File: src/rtl/vcve2_vec_elem_seq.sv
// Vector element sequencer: walks the active 32-bit words of a vector op between RF and EX.
// Optional perf counters are built when VCVE2_VEC_SEQ_PERF_EN is defined.
module vcve2_vec_elem_seq #(
  parameter  int VLEN   = 128,
  localparam int WORDS  = VLEN / 32,
  localparam int WIDX_W = $clog2(WORDS),
  localparam int AW     = 5 + WIDX_W,
  localparam int VL_W   = $clog2(VLEN / 8) + 1
) (
  input  logic            clk_i,
  input  logic            rst_i,
  input  logic            start_i,
  output logic            ready_o,
  input  logic            kill_i,
  input  logic [VL_W-1:0] vl_i,
  input  logic [2:0]      vsew_i,
  input  logic [4:0]      vs1_i,
  input  logic [4:0]      vs2_i,
  input  logic [4:0]      vd_i,
  output logic [AW-1:0]   rf_raddr_a_o,
  output logic [AW-1:0]   rf_raddr_b_o,
  output logic [AW-1:0]   rf_raddr_c_o,
  input  logic [31:0]     rf_rdata_a_i,
  input  logic [31:0]     rf_rdata_b_i,
  input  logic [31:0]     rf_rdata_c_i,
  output logic [31:0]     ex_operand_a_o,
  output logic [31:0]     ex_operand_b_o,
  output logic [31:0]     ex_operand_c_o,
  output logic [2:0]      ex_vsew_o,
  output logic            ex_first_cycle_o,
  input  logic            ex_valid_i,
  input  logic [31:0]     ex_result_i,
  output logic            rf_we_o,
  output logic [AW-1:0]   rf_waddr_o,
  output logic [3:0]      rf_be_o,
  output logic [31:0]     rf_wdata_o,
  output logic            done_o
`ifdef VCVE2_VEC_SEQ_PERF_EN
  ,
  output logic [31:0]     perf_busy_cycles_o,
  output logic [31:0]     perf_ex_stall_o
`endif
);

  localparam int BW = VL_W + 2;
  localparam logic [BW-1:0] MAX_B = BW'(VLEN / 8);

  typedef enum logic [2:0] {
    IDLE, RD, EXE, WB, DONE
  } state_e;

  state_e state_q, state_d;
  logic cap_q, cap_d;
  logic first_q, first_d;
  logic [WIDX_W-1:0] widx_q, widx_d;
  logic [WIDX_W-1:0] last_q, last_d;
  logic [1:0] tail_q, tail_d;
  logic [2:0] vsew_q, vsew_d;
  logic [4:0] vs1_q, vs1_d;
  logic [4:0] vs2_q, vs2_d;
  logic [4:0] vd_q, vd_d;
  logic [31:0] opa_q, opa_d;
  logic [31:0] opb_q, opb_d;
  logic [31:0] opc_q, opc_d;
  logic [31:0] wdata_q, wdata_d;

  logic [1:0] sew_log2;
  logic [BW-1:0] bytes_raw, bytes_c, nw_c;
  logic abort, is_last;

  always_comb begin
    unique case (vsew_i)
      3'd0:    sew_log2 = 2'd0;
      3'd1:    sew_log2 = 2'd1;
      default: sew_log2 = 2'd2;
    endcase
    bytes_raw = BW'(vl_i) << sew_log2;
    bytes_c   = (bytes_raw > MAX_B) ? MAX_B : bytes_raw;
    nw_c      = (bytes_c + BW'(3)) >> 2;
  end

  assign abort   = kill_i | rst_i;
  assign is_last = (widx_q == last_q);

  always_comb begin
    state_d = state_q;
    cap_d   = 1'b0;
    first_d = 1'b0;
    widx_d  = widx_q;
    last_d  = last_q;
    tail_d  = tail_q;
    vsew_d  = vsew_q;
    vs1_d   = vs1_q;
    vs2_d   = vs2_q;
    vd_d    = vd_q;
    opa_d   = opa_q;
    opb_d   = opb_q;
    opc_d   = opc_q;
    wdata_d = wdata_q;
    unique case (state_q)
      IDLE: begin
        if (start_i) begin
          vsew_d  = vsew_i;
          vs1_d   = vs1_i;
          vs2_d   = vs2_i;
          vd_d    = vd_i;
          last_d  = WIDX_W'(nw_c - BW'(1));
          tail_d  = bytes_c[1:0];
          widx_d  = '0;
          state_d = (nw_c == '0) ? DONE : RD;
        end
      end
      RD: begin
        // Two cycles: address out, then capture the RF's registered data.
        if (!cap_q) begin
          cap_d = 1'b1;
        end else begin
          opa_d   = rf_rdata_a_i;
          opb_d   = rf_rdata_b_i;
          opc_d   = rf_rdata_c_i;
          first_d = 1'b1;
          state_d = EXE;
        end
      end
      EXE: begin
        if (ex_valid_i) begin
          wdata_d = ex_result_i;
          state_d = WB;
        end
      end
      WB: begin
        if (is_last) begin
          state_d = DONE;
        end else begin
          widx_d  = widx_q + WIDX_W'(1);
          state_d = RD;
        end
      end
      DONE:    state_d = IDLE;
      default: state_d = IDLE;
    endcase
    if (kill_i) begin
      state_d = IDLE;
      cap_d   = 1'b0;
      first_d = 1'b0;
      widx_d  = '0;
    end
  end

  always_ff @(posedge clk_i) begin
    if (rst_i) begin
      state_q <= IDLE;
      cap_q   <= 1'b0;
      first_q <= 1'b0;
      widx_q  <= '0;
      last_q  <= '0;
      tail_q  <= '0;
      vsew_q  <= '0;
      vs1_q   <= '0;
      vs2_q   <= '0;
      vd_q    <= '0;
      opa_q   <= '0;
      opb_q   <= '0;
      opc_q   <= '0;
      wdata_q <= '0;
    end else begin
      state_q <= state_d;
      cap_q   <= cap_d;
      first_q <= first_d;
      widx_q  <= widx_d;
      last_q  <= last_d;
      tail_q  <= tail_d;
      vsew_q  <= vsew_d;
      vs1_q   <= vs1_d;
      vs2_q   <= vs2_d;
      vd_q    <= vd_d;
      opa_q   <= opa_d;
      opb_q   <= opb_d;
      opc_q   <= opc_d;
      wdata_q <= wdata_d;
    end
  end

  assign ready_o          = (state_q == IDLE);
  assign done_o           = (state_q == DONE) && !abort;
  assign rf_we_o          = (state_q == WB) && !abort;
  assign rf_raddr_a_o     = (state_q == RD) ? {vs1_q, widx_q} : '0;
  assign rf_raddr_b_o     = (state_q == RD) ? {vs2_q, widx_q} : '0;
  assign rf_raddr_c_o     = (state_q == RD) ? {vd_q, widx_q} : '0;
  assign rf_waddr_o       = (state_q == WB) ? {vd_q, widx_q} : '0;
  assign rf_wdata_o       = wdata_q;
  assign ex_operand_a_o   = opa_q;
  assign ex_operand_b_o   = opb_q;
  assign ex_operand_c_o   = opc_q;
  assign ex_vsew_o        = vsew_q;
  assign ex_first_cycle_o = first_q;

  always_comb begin
    rf_be_o = 4'h0;
    if (state_q == WB) begin
      rf_be_o = 4'hF;
      if (is_last) begin
        unique case (tail_q)
          2'd1:    rf_be_o = 4'h1;
          2'd2:    rf_be_o = 4'h3;
          2'd3:    rf_be_o = 4'h7;
          default: rf_be_o = 4'hF;
        endcase
      end
    end
  end

`ifdef VCVE2_VEC_SEQ_PERF_EN
  logic [31:0] busy_q, busy_d;
  logic [31:0] stall_q, stall_d;

  always_comb begin
    busy_d  = busy_q;
    stall_d = stall_q;
    if (state_q != IDLE && busy_q != 32'hFFFF_FFFF) begin
      busy_d = busy_q + 32'd1;
    end
    if (state_q == EXE && !ex_valid_i && stall_q != 32'hFFFF_FFFF) begin
      stall_d = stall_q + 32'd1;
    end
  end

  always_ff @(posedge clk_i) begin
    if (rst_i) begin
      busy_q  <= '0;
      stall_q <= '0;
    end else begin
      busy_q  <= busy_d;
      stall_q <= stall_d;
    end
  end

  assign perf_busy_cycles_o = busy_q;
  assign perf_ex_stall_o    = stall_q;
`endif

endmodule

File: config.mk
export PLATFORM = sky130hd
export DESIGN_NAME = vcve2_vec_elem_seq
export DESIGN_NICKNAME = d
export VERILOG_FILES = /design/src/rtl/vcve2_vec_elem_seq.sv
export SDC_FILE = /design/constraint.sdc
export NUM_CORES = 1
export LEC_CHECK = 0
export BUFFER_PORTS_ARGS = -buffer_cell sky130_fd_sc_hd__buf_2
export CORE_ASPECT_RATIO = 0.6
export CORE_UTILIZATION = 30
export CTS_CLUSTER_DIAMETER = 150
export CTS_CLUSTER_SIZE = 20
export DETAILED_ROUTE_END_ITERATION = 8
export GPL_TIMING_DRIVEN = 0
export SETUP_SLACK_MARGIN = 0.2
export SLEW_MARGIN = 20
export SYNTH_ARGS = -nofsm -noshare
export SYNTH_HDL_FRONTEND = slang
export SYNTH_SLANG_ARGS = --single-unit
File: constraint.sdc
create_clock -name clk_i -period 3.49 [get_ports clk_i]
set_input_delay 0.349 -clock clk_i [delete_from_list [all_inputs] [get_ports clk_i]]
set_output_delay 0.349 -clock clk_i [all_outputs]
set_load 0.05 [all_outputs]
==> impl_metrics.toml, run 1 <==
[status]
status = "finished clean"

[critical_path]
crit_type = "reg2out"
cpLargestDelayFamily = "buffers and inverters"
cp-start-kind = "flip-flop"
crit_fanout = 10
timing.critical_path.mode_cell = "buf_4"
critical_path_depth = 7
crit_required_ns = 3.14
reg2regPathDepth = 8
crit_buf_inv = 5
worstPathArrival_ns = 2.51
crit_chain = "buf_4, inv_2, nor3_4, clkbuf_1, and2_1, buf_4, buf_2"
critPathSlowestCell = "nor3_4"
crit_path_end_kind = "output port"
cpPeakStageDelay_ns = 0.43

[logic_synthesis]
synth_area_um2 = 5983
ys_types = 38
syn_avg_cell_area_um2 = 7.791
synth_simple_gate_area_frac = 0.2491
ys.flop_type = "dfxtp_1"
synth_edf_count = 0
synth_compound_area_frac = 0.1508
synth_top_family_by_area = "simple AND/OR/NAND/NOR gates"
yosysWarnings = 0
ys_seq_area_frac = 0.5253
synthArstFlopShare = 0
synth_fa_ha_area_frac = 0.006274
synth_cells = 768
ys_ff_latch = 157
synth_nets = 927
synth_xor_area_frac = 0.005855
synth_mux_area_frac = 0.008783

[hold_path]
hold_path.class = "in2reg"
min_path_cells = 3

[sta]
rsz0062_at_grt = "no"
slew_viol_final = 0
slew_headroom = 0.4566
fin_skew_ns = 0.007473
finalSetupViolCount = 0
hold_viol = 0
fin_crit_sh = 0.8204
finalSetupTns_ns = 0
tightest_slew_ns = 0.8151
setup_ws_ns = 0.6267
period_needed_ns = 2.863
fmax_ghz = 0.3492

[floorplanning]
core-area_um2 = 19270
die_y_um = 111.4
num_rows = 39
io_pins = 323
die_x_um = 184.3
initial_core_util = 0.3104
die_area_um2 = 20530

[route]
vias = 6245
drt-wirelength-per-cell_um = 14.79
viasPerCell = 4.512
drt_first_iter_violations = 256
drt-total-wl_um = 20470
first_pass_iters = 4
remaining_drc_errors = 0
antenna_left = 0

[clock_tree]
cts_tree = "built"
clkTransAtPathRegs_ns = 0.06
cts_max_level = 4
clock_latency_ns = 0.42
cts_root_buf = "clkbuf_16"
post_cts_buffers = 0
clockBufferDepth = 2
hold_buffers = 0
cts_resized = 0
clkSinkCount = 157
cts_buffers = 17

[placement]
placed_cell_area_um2 = 7923
dp_slack_ns = 1.068
dp_hpwl_um = 15440
io_buffer_count = 320
place_congestion = 0.8084
dp_cells = 1354

[global_route]
grt_pass1_wl_um = 30680
grt-ovfl-total = 0
grt_max_degree = 17
grt_pass1_vias = 5769
grt_use_total = 0.1944
antenna_found_initial = 2

[finish]
area_growth_pct = 42.28
multi_input_area_um2 = 2522
layout-drive-gt1-share = 0.3390
antennaDiodeCount = 0
layout.cells.non_filler = 1384
fillers = 2069
regArea_um2 = 3143
layout.nets = 1266
design_area_um2 = 8513

[power]
p_per_area_nw_per_um2 = 472.1
ir_worst_vdd_v = 0.0003021
leakage_nw = 3.824
power.total_mw = 4.019

[flow_run]
max-cap-violations = 0
==> worst reg2reg max path, cell delays in order (launching register included) <==
cell and delay, ns:
dfxtp_1 0.31, buf_4 0.17, inv_2 0.07, nor3_4 0.43, nand2_1 0.32, buf_2 0.27
clkbuf_1 0.28, nand2_1 0.15, a21oi_1 0.07
==> path summary, 6_finish.rpt <==
path | startpoint | end | slack [ns]
worst max register to register | state_q[0] | ex_operand_a_o[29] | 1.28
worst min register to register | ex_operand_a_o[27] | ex_operand_a_o[27] | 0.45
worst min-delay path | rf_rdata_a_i[7] | ex_operand_a_o[7] | 0.16
worst max-delay path | state_q[0] | rf_raddr_c_o[0] | 0.63
==> through the flow <==
stage | util | hold WS [ns]
finish | 0.4417 | 0.1630
global route | 0.4417 | 0.1394
CTS | 0.4417 | 0.1400
detailed placement | 0.4110 | 0.4433
global placement | 0.4108 | 0.4393
floorplan | - | 0.4252
==> metal layers <==
layer	wire length, um	vias up	global-route usage
met2	9025	203	0.2979
met3	2007	14	0.07982
met1	9268	2863	0.2529
li1	-	3163	-
met5	13	-	0
met4	151	2	0.04722
==> final cells by class <==
cell class	instances	area share
Clock inverter	7	0.01323
Multi-Input combinational cell	545	0.2963
Buffer	60	0.03527
Tap cell	266	0.03909
Sequential cell	157	0.3692
Inverter	6	0.002646
Timing Repair Buffer	320	0.1881
Clock buffer	23	0.05614
==> placed cells by master (no fill, tap or decap), drive strengths merged, types with 3 or more instances in the layout <==
| master | instances |
|---|---|
| a211oi | 4 |
| a21oi | 152 |
| and2 | 25 |
| buf | 343 |
| bufinv | 3 |
| clkbuf | 60 |
| clkinv | 3 |
| dfxtp | 157 |
| ha | 3 |
| inv | 6 |
| mux2i | 3 |
| nand2 | 301 |
| nand3b | 3 |
| nor2 | 13 |
| nor3 | 6 |
| o21ai | 6 |
==> sequential cells by signal, indices dropped and copies added, names as in the netlist <==
signal            flops
cap_q                 1
ex_first_cycle_o      1
ex_operand_a_o       32
ex_operand_b_o       32
ex_operand_c_o       32
ex_vsew_o             3
last_q                2
rf_wdata_o           32
state_q               3
tail_q                2
vd_q                  5
vs1_q                 5
vs2_q                 5
widx_q                2
==> Yosys cell counts (all sizes together), types with 2 or more instances <==
cell,n,area share
nand2,301,0.19
dfxtp,157,0.53
a21oi,152,0.13
clkbuf,37,0.023
and2,25,0.026
buf,23,0.027
nor2,13,0.0082
inv,6,0.0038
nor3,6,0.0077
o21ai,6,0.0050
a211oi,4,0.0050
ha,3,0.0063
mux2i,3,0.0050
nand3b,3,0.0038
a31oi,2,0.0021
mux2,2,0.0038
nand3,2,0.0017
nor2b,2,0.0021
nor3b,2,0.0025
o211ai,2,0.0025
or2,2,0.0021
or3,2,0.0021
xnor2,2,0.0029
xor2,2,0.0029
==> kinds of logic (layout without fill, tap and decap cells) <==
| kind of cell | after synthesis | count (layout) |
|---|---|---|
| buffers and inverters | 66 | 416 |
| xor gates and xnor gates | 4 | 4 |
| AOI/OAI and AO/OA | 172 | 172 |
| muxes | 5 | 5 |
| DFF | 157 | 157 |
| and+or+nand+nor | 361 | 361 |
| adders and majority gates | 3 | 3 |
==> power breakdown <==
part / total, mW / leakage [nW] / switching [mW] / internal [mW]
Sequential: 1.83 / 1.27 / 0.0115 / 1.82
Combinational: 0.301 / 2.27 / 0.187 / 0.114
Clock: 1.89 / 0.289 / 0.720 / 1.17
Total: 4.02 / 3.82 / 0.919 / 3.10
Note: power is estimated with default switching activity, not from simulation.
==> inputs of run 2 (changes only) <==
clock period = 2.95 ns   (was 3.49 ns; I/O delays follow)
==> impl_metrics.toml, run 2 (synthesized netlist as in run 1, its figures left out) <==
[critical_path]
crit_chain = "buf_4, inv_2, nor3_4, clkbuf_2, and2_1, buf_4, buf_2"
cpLargestDelayFamily = "buffers and inverters"
cp-start-kind = "flip-flop"
critPathSlowestCell = "nor3_4"
reg2regPathDepth = 6
worstPathArrival_ns = 2.20
crit_buf_inv = 5
crit_fanout = 10
ff2ff_setup_slack_ns = 0.78
crit_type = "reg2out"
r2r_start = "state_q[1]"
r2r-end = "rf_wdata_o[26]"
crit_required_ns = 2.65
crit_path_end_kind = "output port"
cpPeakStageDelay_ns = 0.36
timing.critical_path.mode_cell = "buf_4"

[global_route]
antenna_found_initial = 2
grt-ovfl-total = 0
grt_pass1_vias = 5844
grt_pass1_wl_um = 31060
grt_use_total = 0.1958
grt_max_degree = 17

[hold_path]
hold_path.class = "in2reg"
hold_path_startpoint = "rf_rdata_c_i[24]"
min_to = "ex_operand_c_o[24]"
min_path_cells = 3

[finish]
mostFrequentLayoutCells = "332 x buf_2, 301 x nand2_1, 157 x dfxtp_1"
multi_input_area_um2 = 2530
layout-drive-gt1-share = 0.3429
design_area_um2 = 8464
layout.nets = 1266
area_growth_pct = 41.47
layout_commonest_cell = "buf_2"
fillers = 2051
regArea_um2 = 3143
finish.utilization = 0.4391

[route]
drt-total-wl_um = 20120
drt_first_iter_violations = 254
viasPerCell = 4.483
remaining_drc_errors = 0
antenna_left = 0
vias = 6222
first_pass_iters = 4
drt-wirelength-per-cell_um = 14.49

[clock_tree]
cts_tree = "built"
cts_buffers = 17
clkSinkCount = 157
cts_root_buf = "clkbuf_16"
hold_buffers = 0
clock_latency_ns = 0.42
clkTransAtPathRegs_ns = 0.07
cts_max_level = 4
clockBufferDepth = 2

[floorplanning]
num_rows = 39
core-area_um2 = 19270
die_area_um2 = 20530
initial_core_util = 0.3104
io_pins = 323
die_y_um = 111.4
die_x_um = 184.3

[sta]
slew_headroom = 0.3021
fin_crit_sh = 0.8459
rsz0062_at_grt = "no"
fin_skew_ns = 0.008523
slew_viol_final = 0
finalSetupViolCount = 0
hold_viol = 0
fmax_ghz = 0.4007
finalSetupTns_ns = 0
period_needed_ns = 2.496
tightest_slew_ns = 1.039
setup_ws_ns = 0.4545

[placement]
dp_hpwl_um = 15330
placed_cell_area_um2 = 7930
place_congestion = 0.8114
dp_slack_ns = 0.6794
io_buffer_count = 320

[status]
status = "finished clean"

[power]
power.total_mw = 4.517
ir_worst_vdd_v = 0.0003560
leakage_nw = 3.797
p_per_area_nw_per_um2 = 533.7

[flow_run]
max-cap-violations = 0
==> run 2: cell types whose count changed in the layout (fill, tap and decap cells not counted), moves of 2 or more <==
cell	change
bufinv_16	-3
diode_2	+2
clkinv_2	+4
clkbuf_1	-2
==> run 2: report_power, final <==
part           switching, mW  leakage (nW)  total (mW)  internal (mW)
Clock                  0.889         0.263        2.00           1.11
Combinational          0.219          2.27       0.354          0.135
Sequential            0.0141          1.27        2.16           2.15
==> run 2: cell type report <==
| class | count | share of cell area |
|---|---|---|
| tap | 266 | 0.03932 |
| timing repair buffer | 320 | 0.1892 |
| antenna | 2 | 0.0005913 |
| buffer | 60 | 0.03562 |
| multi-input combinational | 545 | 0.2989 |
| clock buffer | 21 | 0.05440 |
| clock inverter | 11 | 0.007982 |
| sequential | 157 | 0.3713 |
| inverter | 6 | 0.002661 |
==> run 2: repair_timing <==
action	in CTS	in global routing
gates resized for setup	0	2
setup buffers	0	0
setup endpoints to repair	0	12
==> run 2: metal layers <==
metal  track usage  vias up  part of all wire
met3       0.07720       25             0.094
met4       0.06556        2             0.015
li1              -     3162                 -
met1        0.2534     2811              0.46
met2        0.2956      222              0.43
met5             0        -           0.00065
==> run 2: worst max path at each step <==
| stage | to | start | cells past startpoint |
|---|---|---|---|
| final | rf_raddr_c_o[0] | state_q[0] | 7 |
| after global routing | rf_raddr_b_o[0] | state_q[0] | 7 |
| after CTS | rf_raddr_c_o[0] | state_q[0] | 7 |
| after detailed placement | rf_raddr_c_o[0] | state_q[0] | 7 |
| after global placement | rf_raddr_b_o[0] | state_q[0] | 7 |
| after floorplan | rf_raddr_b_o[1] | state_q[0] | 4 |
==> run 2: metrics by stage <==
stage	std cells	hold slack (ns)
final	1388	0.09967
after global routing	1386	0.09154
after CTS	1386	0.07550
after detailed placement	1354	0.4439
after global placement	1354	0.4379
after floorplan	768	0.4252
==> run 2: tightest hold or removal path, stage by stage <==
cell     delay [ns]
buf_2          0.09
nand2_1        0.04
a21oi_1        0.05
